File: config.mk
export PLATFORM = sky130hd
export DESIGN_NAME = regfile_write_arbiter
export DESIGN_NICKNAME = d
export VERILOG_FILES = /design/src/rtl/regfile_write_arbiter.sv
export SDC_FILE = /design/constraint.sdc
export NUM_CORES = 1
export LEC_CHECK = 0
export CELL_PAD_IN_SITES_DETAIL_PLACEMENT = 1
export CELL_PAD_IN_SITES_GLOBAL_PLACEMENT = 1
export CORE_ASPECT_RATIO = 0.6
export CORE_MARGIN = 2
export CORE_UTILIZATION = 31
export DETAILED_ROUTE_END_ITERATION = 6
export PLACE_DENSITY = 0.82
export SLEW_MARGIN = 20
export SYNTH_ARGS = -nofsm -noshare
export SYNTH_HDL_FRONTEND = slang
export SYNTH_SLANG_ARGS = --single-unit
File: constraint.sdc
create_clock -name clock -period 5.5 [get_ports clock]
set_clock_uncertainty 0.1 [all_clocks]
set_input_delay 0.825 -clock clock [delete_from_list [all_inputs] [get_ports clock]]
set_output_delay 0.825 -clock clock [all_outputs]
set_load 0.02 [all_outputs]
File: src/rtl/regfile_write_arbiter.sv
// Owns the single register-file write port: zero-fills r1..r(NUM_REGS-1) after reset,
// then shares the port round-robin between the ALU (A) and load/multicycle (B) writebacks.
module regfile_write_arbiter #(
    parameter int DATA_W   = 32,
    parameter int ADDR_W   = 5,
    parameter int NUM_REGS = 32
) (
    input  logic              clock,
    input  logic              ctrl_reset_n,
    input  logic              a_valid,
    input  logic [ADDR_W-1:0] a_reg,
    input  logic [DATA_W-1:0] a_data,
    output logic              a_ready,
    input  logic              b_valid,
    input  logic [ADDR_W-1:0] b_reg,
    input  logic [DATA_W-1:0] b_data,
    output logic              b_ready,
    output logic              ctrl_writeEnable,
    output logic [ADDR_W-1:0] ctrl_writeReg,
    output logic [DATA_W-1:0] data_writeReg,
    output logic              init_done
);

    localparam logic [ADDR_W-1:0] LAST_REG = ADDR_W'(NUM_REGS - 1);
    localparam logic [ADDR_W-1:0] ZERO_REG = '0;

    typedef enum logic {
        ST_INIT,
        ST_RUN
    } stateT;

    typedef enum logic {
        REQ_A,
        REQ_B
    } reqT;

    stateT             state;
    reqT               rrLast;
    logic [ADDR_W-1:0] sweepCnt;

    logic              aXfer_p0;
    logic              bXfer_p0;
    logic              vld_p0;
    logic [ADDR_W-1:0] grantReg_p0;
    logic [DATA_W-1:0] grantData_p0;

    // Stage p0: grant decision; on a tie the requester that did not win last goes first
    always_comb begin
        a_ready = 1'b0;
        b_ready = 1'b0;
        if (state == ST_RUN) begin
            a_ready = a_valid && (!b_valid || (rrLast == REQ_B));
            b_ready = b_valid && (!a_valid || (rrLast == REQ_A));
        end
    end

    assign aXfer_p0     = a_valid & a_ready;
    assign bXfer_p0     = b_valid & b_ready;
    assign vld_p0       = aXfer_p0 | bXfer_p0;
    assign grantReg_p0  = aXfer_p0 ? a_reg  : b_reg;
    assign grantData_p0 = aXfer_p0 ? a_data : b_data;

    // Stage p1: registered write port
    always_ff @(posedge clock or negedge ctrl_reset_n) begin
        if (!ctrl_reset_n) begin
            state            <= ST_INIT;
            sweepCnt         <= ADDR_W'(1);
            rrLast           <= REQ_B;
            ctrl_writeEnable <= 1'b0;
            ctrl_writeReg    <= '0;
            data_writeReg    <= '0;
            init_done        <= 1'b0;
        end else begin
            case (state)
                ST_INIT: begin
                    ctrl_writeEnable <= 1'b1;
                    ctrl_writeReg    <= sweepCnt;
                    data_writeReg    <= '0;
                    if (sweepCnt == LAST_REG) begin
                        state <= ST_RUN;
                    end else begin
                        sweepCnt <= sweepCnt + ADDR_W'(1);
                    end
                end
                ST_RUN: begin
                    init_done <= 1'b1;
                    if (vld_p0) begin
                        rrLast <= aXfer_p0 ? REQ_A : REQ_B;
                    end
                    // A write aimed at r0 is consumed but never reaches the register file
                    if (vld_p0 && (grantReg_p0 != ZERO_REG)) begin
                        ctrl_writeEnable <= 1'b1;
                        ctrl_writeReg    <= grantReg_p0;
                        data_writeReg    <= grantData_p0;
                    end else begin
                        ctrl_writeEnable <= 1'b0;
                    end
                end
                default: begin
                    state <= ST_INIT;
                end
            endcase
        end
    end

endmodule

==> results.cfg <==
[layout]
syn_to_final_growth_pct = 56.7
n_fill_cell = 912
drive_above_1_share_pct = 6.50
multi_input_area_mm2 = 0.00117
antenna_cells = 0
fin_nets = 448
fin_cells = 477
fin_util_pct = 49.5
seqCellArea_mm2 = 0.00115

[power_and_ir_drop]
swShare_pct = 30.4
p_leak_nw = 1.69
p_int_mw = 0.763
powerDensity_mw_per_mm2 = 286
p_sw_mw = 0.333
power_frac_clock_pct = 27.0
p_comb_share_pct = 34.6
seqPwrFrac_pct = 38.3
finalPower_mw = 1.10
vdd_drop_max_mv = 0.155

[cts]
htree_levels = 2
root_buffer = clkbuf_16
cts_buffers = 5
cts_sinks = 46
clkSlewWorstSetupHoldPaths_ns = 0.06
cts_hold_buf = 0
clock_latency_ns = 0.28
cts_tree = built
cts_resized = 0
post_cts_buffers = 0
clockBufferDepth = 2

[setup_path]
crit_path_max_fanout = 28
cpPeakStageDelay_ns = 0.94
timing.reg2reg.setup_slack_ns = 2.44
cp.required_ns = 4.58
cp-start-kind = flop
crit_chain = buf_4, nand3_2, inv_1, clkdlybuf4s50_1
path_buf_inv = 3
cp_slowest_cell = dfrtp_1
path_class = flop to output pin
crit_family = buffers and inverters
end_kind = output pin
critPathArrivalTime_ns = 2.73

[floorplan]
die_w_um = 119
rows = 25
ioPinCount = 119
die_y_um = 72.8
start_util_pct = 31.6
core_area_mm2 = 0.00776
die-area_mm2 = 0.00865

[logic_synthesis]
synth_top_cell_by_area = dfrtp_1
syn_avg_cell_area_um2 = 9.31
syn-instance-count = 263
ys.flop_type = dfrtp_1
ys_top_cells_by_area = dfrtp_1 45%, nand3_1 14%, o211a_1 13%
yosysUniqueCellTypes = 37
synth_edf_count = 0
yosysSeqAreaShare_pct = 47.1
syn-num-nets = 343
synth_top_cell_area_share_pct = 45.0
ys.warnings.count = 0
synth_area_mm2 = 0.00245
ys_ff_latch = 46
postSynth.asyncResetShare_pct = 100

[routing]
drt_first_pass_iters = 5
route.detailed.drc = 0
via_count = 2501
drt_iter0_drc = 121
wirelength_um = 8350
avgRoutedWirePerCell_um = 17.5
antenna_left = 0
viasPerCell = 5.24

[timing]
slew_headroom_pct = 39.0
hold_violations = 0
min_period_ns = 3.66
tns_ns = 0
worst_pin_slew_ns = 0.915
setup_viol = 0
worst_slack_ns = 1.84
rsz0062_at_grt = no
min_period_over_period_pct = 66.5
max_freq_ghz = 0.273
slew_violations = 0

[placed_design]
hpwl_um = 5860
portBuffers = 118
pre_cts_ws_ns = 2.05
gp_congestion = 0.826
placed_cells_incl_taps = 469

[global_route]
grt_pass1_wl_um = 13300
grt_max_degree = 70
grt_pass1_vias = 2520
grt-ovfl-total = 0
track_usage_pct = 19.6
antenna_found_initial = 0

[flow_run]
drv_cap = 0

[run_status]
outcome = finished clean

[hold_path]
min_path_type = flop to flop
[flip-flops by register name, summed over array words and instances, names as in the netlist]
name / cells
ctrl_writeEnable: 1
ctrl_writeReg: 5
data_writeReg: 32
init_done: 1
rrLast: 1
state: 1
sweepCnt: 5
[power by group through the flow]
stage / clock network [mW] / registers, mW / logic, mW
finish: 0.296 / 0.420 / 0.380
global route: 0.323 / 0.428 / 0.408
CTS: 0.307 / 0.420 / 0.385
detailed placement: 0 / 0.425 / 0.383
global placement: 0 / 0.422 / 0.377
floorplan: 0 / 0.483 / 0.121
[final cells by class]
type	instances	area share [%]
clock inverters	1	0.130
multi-input cells	187	30.5
flip-flops and latches	46	30.1
repair buffers	122	31.5
well taps	108	3.52
clock buffers	7	3.72
inverters	6	0.587
[synth_stat cells (3+ instances only)]
library cell,instances
inv_1,6
nand2_1,40
nor4_1,3
nand3_1,69
o211a_1,32
buf_2,6
nor2_1,5
dfrtp_1,44
mux2_2,3
o21ai_0,3
clkbuf_1,16
xnor2_1,3
o221ai_1,3
[routing by layer]
layer	GRT usage [%]	part of all wire [%]	vias to the layer above
met5	0	0	-
met4	3.97	0.48	0
met3	7.11	8.6	4
met2	29.7	42	93
met1	27.2	49	1240
li1	-	-	1164
[kinds of logic after synthesis]
group	share of synthesized area (%)
compound gates	18.2
buf+inv	5.52
xor+xnor	1.07
mux	1.79
simple gates	25.2
fa+ha+maj	1.02
flops	47.1
[worst paths after layout]
| check | from | endpoint | cells past startpoint |
|---|---|---|---|
| min in group asynchronous | ctrl_reset_n | data_writeReg[0] | 1 |
| worst max register to register | state | data_writeReg[11] | 6 |
| worst max-delay path | state | a_ready | 4 |
| max in group asynchronous | ctrl_reset_n | data_writeReg[8] | 1 |
| worst min register to register | init_done | init_done | 1 |
| worst min-delay path | init_done | init_done | 1 |
[per-stage QoR]
stage,hold slack (ns),area (um^2)
global route,0.413,3840
floorplan,0.360,2450
detailed placement,0.376,3690
CTS,0.403,3830
finish,0.405,3840
global placement,0.386,3680
[placed cells by master, fill, tap and decap left out, types with 2 or more instances in the layout]
master           synthesis  routed
buf_4                    0       5
clkbuf_16                0       5
clkdlybuf4s50_1          0     117
dfrtp_1                 44      44
dfstp_2                  2       2
ha_1                     2       2
inv_1                    6       6
mux2_2                   3       3
nand2_1                 40      39
nand2b_1                 2       2
nand3_1                 69      69
nor2_1                   5       5
nor4_1                   3       3
o211a_1                 32      32
o21ai_0                  3       3
o221ai_1                 3       3
o31ai_1                  2       2
or2_2                    2       2
xnor2_1                  3       3
(Power assumes the default switching activity.)
==> edit (same flow settings) <==
Change the localparam `ZERO_REG` from '0 to 1.
--- a/src/rtl/regfile_write_arbiter.sv
+++ b/src/rtl/regfile_write_arbiter.sv
@@ -22,7 +22,7 @@
 );
 
     localparam logic [ADDR_W-1:0] LAST_REG = ADDR_W'(NUM_REGS - 1);
-    localparam logic [ADDR_W-1:0] ZERO_REG = '0;
+    localparam logic [ADDR_W-1:0] ZERO_REG = 1;
 
     typedef enum logic {
         ST_INIT,
Function: no difference found for any inputs over 10 cycles, from zero or initial values and one cycle with ctrl_reset_n low; that may be too few to reach the edited logic, so the function may still have changed.
==> edit against the original RTL <==
Cell area hardly changed; sequential share of layout area hardly changed; via count is 5.6% higher; sequential cell count stayed put; synthesized cell count is 2.7% higher; worst setup slack worse by 0.15 ns; synthesized area is 0.46% higher; highest routed layer unchanged; total power is 5.6% higher; count of clock-buffer cells in the layout is 1 lower; wire length is 11% higher; register-to-register slack better by 0.22 ns.
==> edit: results (changes against the original RTL) <==
<table>
<tr><th>Metric</th><th>Value</th></tr>
<tr><th colspan="2">Placed design</th></tr>
<tr><td>Instance area at placement</td><td>3660 um2 (-0.75%)</td></tr>
<tr><td>Pre-CTS WS</td><td>1.53 ns (-0.521 ns)</td></tr>
<tr><td>DP Wirelength</td><td>6600 um (+13%)</td></tr>
<tr><th colspan="2">Logic synthesis</th></tr>
<tr><td>Synthesized netlist net count</td><td>350 (+2.0%)</td></tr>
<tr><td>Leading cell types by total area after synthesis</td><td>dfrtp_1 45%, a311oi_1 11%, nand3_1 7.3%, nor3_1 7.1%, nand2_1 5.8%</td></tr>
<tr><td>Register area share after synthesis</td><td>0.469 (-0.00216)</td></tr>
<tr><td>Syn avg cell area</td><td>9.11 um2 (-2.1%)</td></tr>
<tr><td>Leading post-synthesis cells by instance count</td><td>44 x dfrtp_1, 38 x nand2_1, 36 x nand3_1, 35 x nor3_1, 32 x a311oi_1</td></tr>
<tr><th colspan="2">Global route</th></tr>
<tr><td>First-pass GRT wire length</td><td>14800 um (+11%)</td></tr>
<tr><td>Pin count of the biggest net entering global routing</td><td>47 (-33%)</td></tr>
<tr><td>Global-route total usage across every layer</td><td>0.218 (+0.0214)</td></tr>
<tr><th colspan="2">Finish</th></tr>
<tr><td>Area occupied by multi-input gates</td><td>1150 um2 (-1.5%)</td></tr>
<tr><td>Fillers</td><td>876 (-3.9%)</td></tr>
<tr><td>Final layout net count</td><td>450 (+0.45%)</td></tr>
<tr><th colspan="2">Worst setup path</th></tr>
<tr><td>Startpoint of the worst-slack reg-to-reg timing path</td><td>rrLast$_DFFE_PN1P_</td></tr>
<tr><td>Highest-delay cell along the critical path</td><td>clkdlybuf4s50_1</td></tr>
<tr><td>Reg2reg setup slack</td><td>2.66 ns (+0.22 ns)</td></tr>
<tr><td>Crit-path max cell delay</td><td>0.91 ns (-0.03 ns)</td></tr>
<tr><td>Reg2Reg Capture Point</td><td>data_writeReg[13]$_DFFE_PN0P_</td></tr>
<tr><th colspan="2">Pwr</th></tr>
<tr><td>Sw frac</td><td>0.309 (+0.00528)</td></tr>
<tr><td>Leakage power total</td><td>1.44 nW (-15%)</td></tr>
<tr><td>Max IR drop VDD</td><td>0.120 mV (-23%)</td></tr>
<tr><th colspan="2">Status</th></tr>
<tr><td>Run status</td><td>finished clean</td></tr>
<tr><th colspan="2">Timing</th></tr>
<tr><td>Transition time of the tightest slew-check pin</td><td>0.873 ns (-0.0421 ns)</td></tr>
<tr><td>Post-Route Hold Slack</td><td>0.378 ns (-0.0276 ns)</td></tr>
<tr><th colspan="2">Detailed routing</th></tr>
<tr><td>Iteration-0 DRC Markers</td><td>264 (+120%)</td></tr>
<tr><td>Routed via count</td><td>2640 (+5.6%)</td></tr>
</table>
## edit: kinds of logic after synthesis
logic type / after synthesis / synth area share
adders and majority gates: 2 / 0.0102
DFF: 46 / 0.469
muxes: 2 / 0.00915
buffers and inverters: 32 / 0.0646
xor gates and xnor gates: 3 / 0.0107
and+or+nand+nor: 127 / 0.249
AOI/OAI and AO/OA: 58 / 0.188
## edit: how the worst max path moves through the flow
| stage | from | endpoint | slack, ns | cells past startpoint |
|---|---|---|---|---|
| after floorplan | b_reg[3] | data_writeReg[0]$_DFFE_PN0P_ | 2.92 | 7 |
| after global placement | a_valid | ctrl_writeReg[2]$_DFFE_PN0P_ | 1.66 | 7 |
| after detailed placement | a_valid | data_writeReg[14]$_DFFE_PN0P_ | 1.53 | 8 |
| after CTS | a_valid | a_ready | 1.72 | 4 |
| after global routing | a_valid | a_ready | 1.55 | 4 |
| final | a_valid | a_ready | 1.70 | 4 |
## edit: cell type report
type	count	share of cell area
Clock buffer	6	0.0362
Tap cell	108	0.0352
Timing Repair Buffer	123	0.317
Multi-Input combinational cell	192	0.301
Sequential cell	46	0.301
Clock inverter	1	0.00783
Inverter	2	0.00196
## edit: routing by layer
layer,up-vias,track usage,wire length (um)
met5,-,0,0
met1,1314,0.312,4450
met4,0,0.0119,16
met3,2,0.0656,725
met2,112,0.341,4110
li1,1212,-,-
## edit: power by group through the flow
stage               Combinational, mW  Clock [mW]  Sequential, mW
floorplan                       0.124           0           0.483
global placement                0.370           0           0.427
detailed placement              0.380           0           0.429
CTS                             0.382       0.357           0.423
global route                    0.407       0.378           0.428
finish                          0.380       0.356           0.423
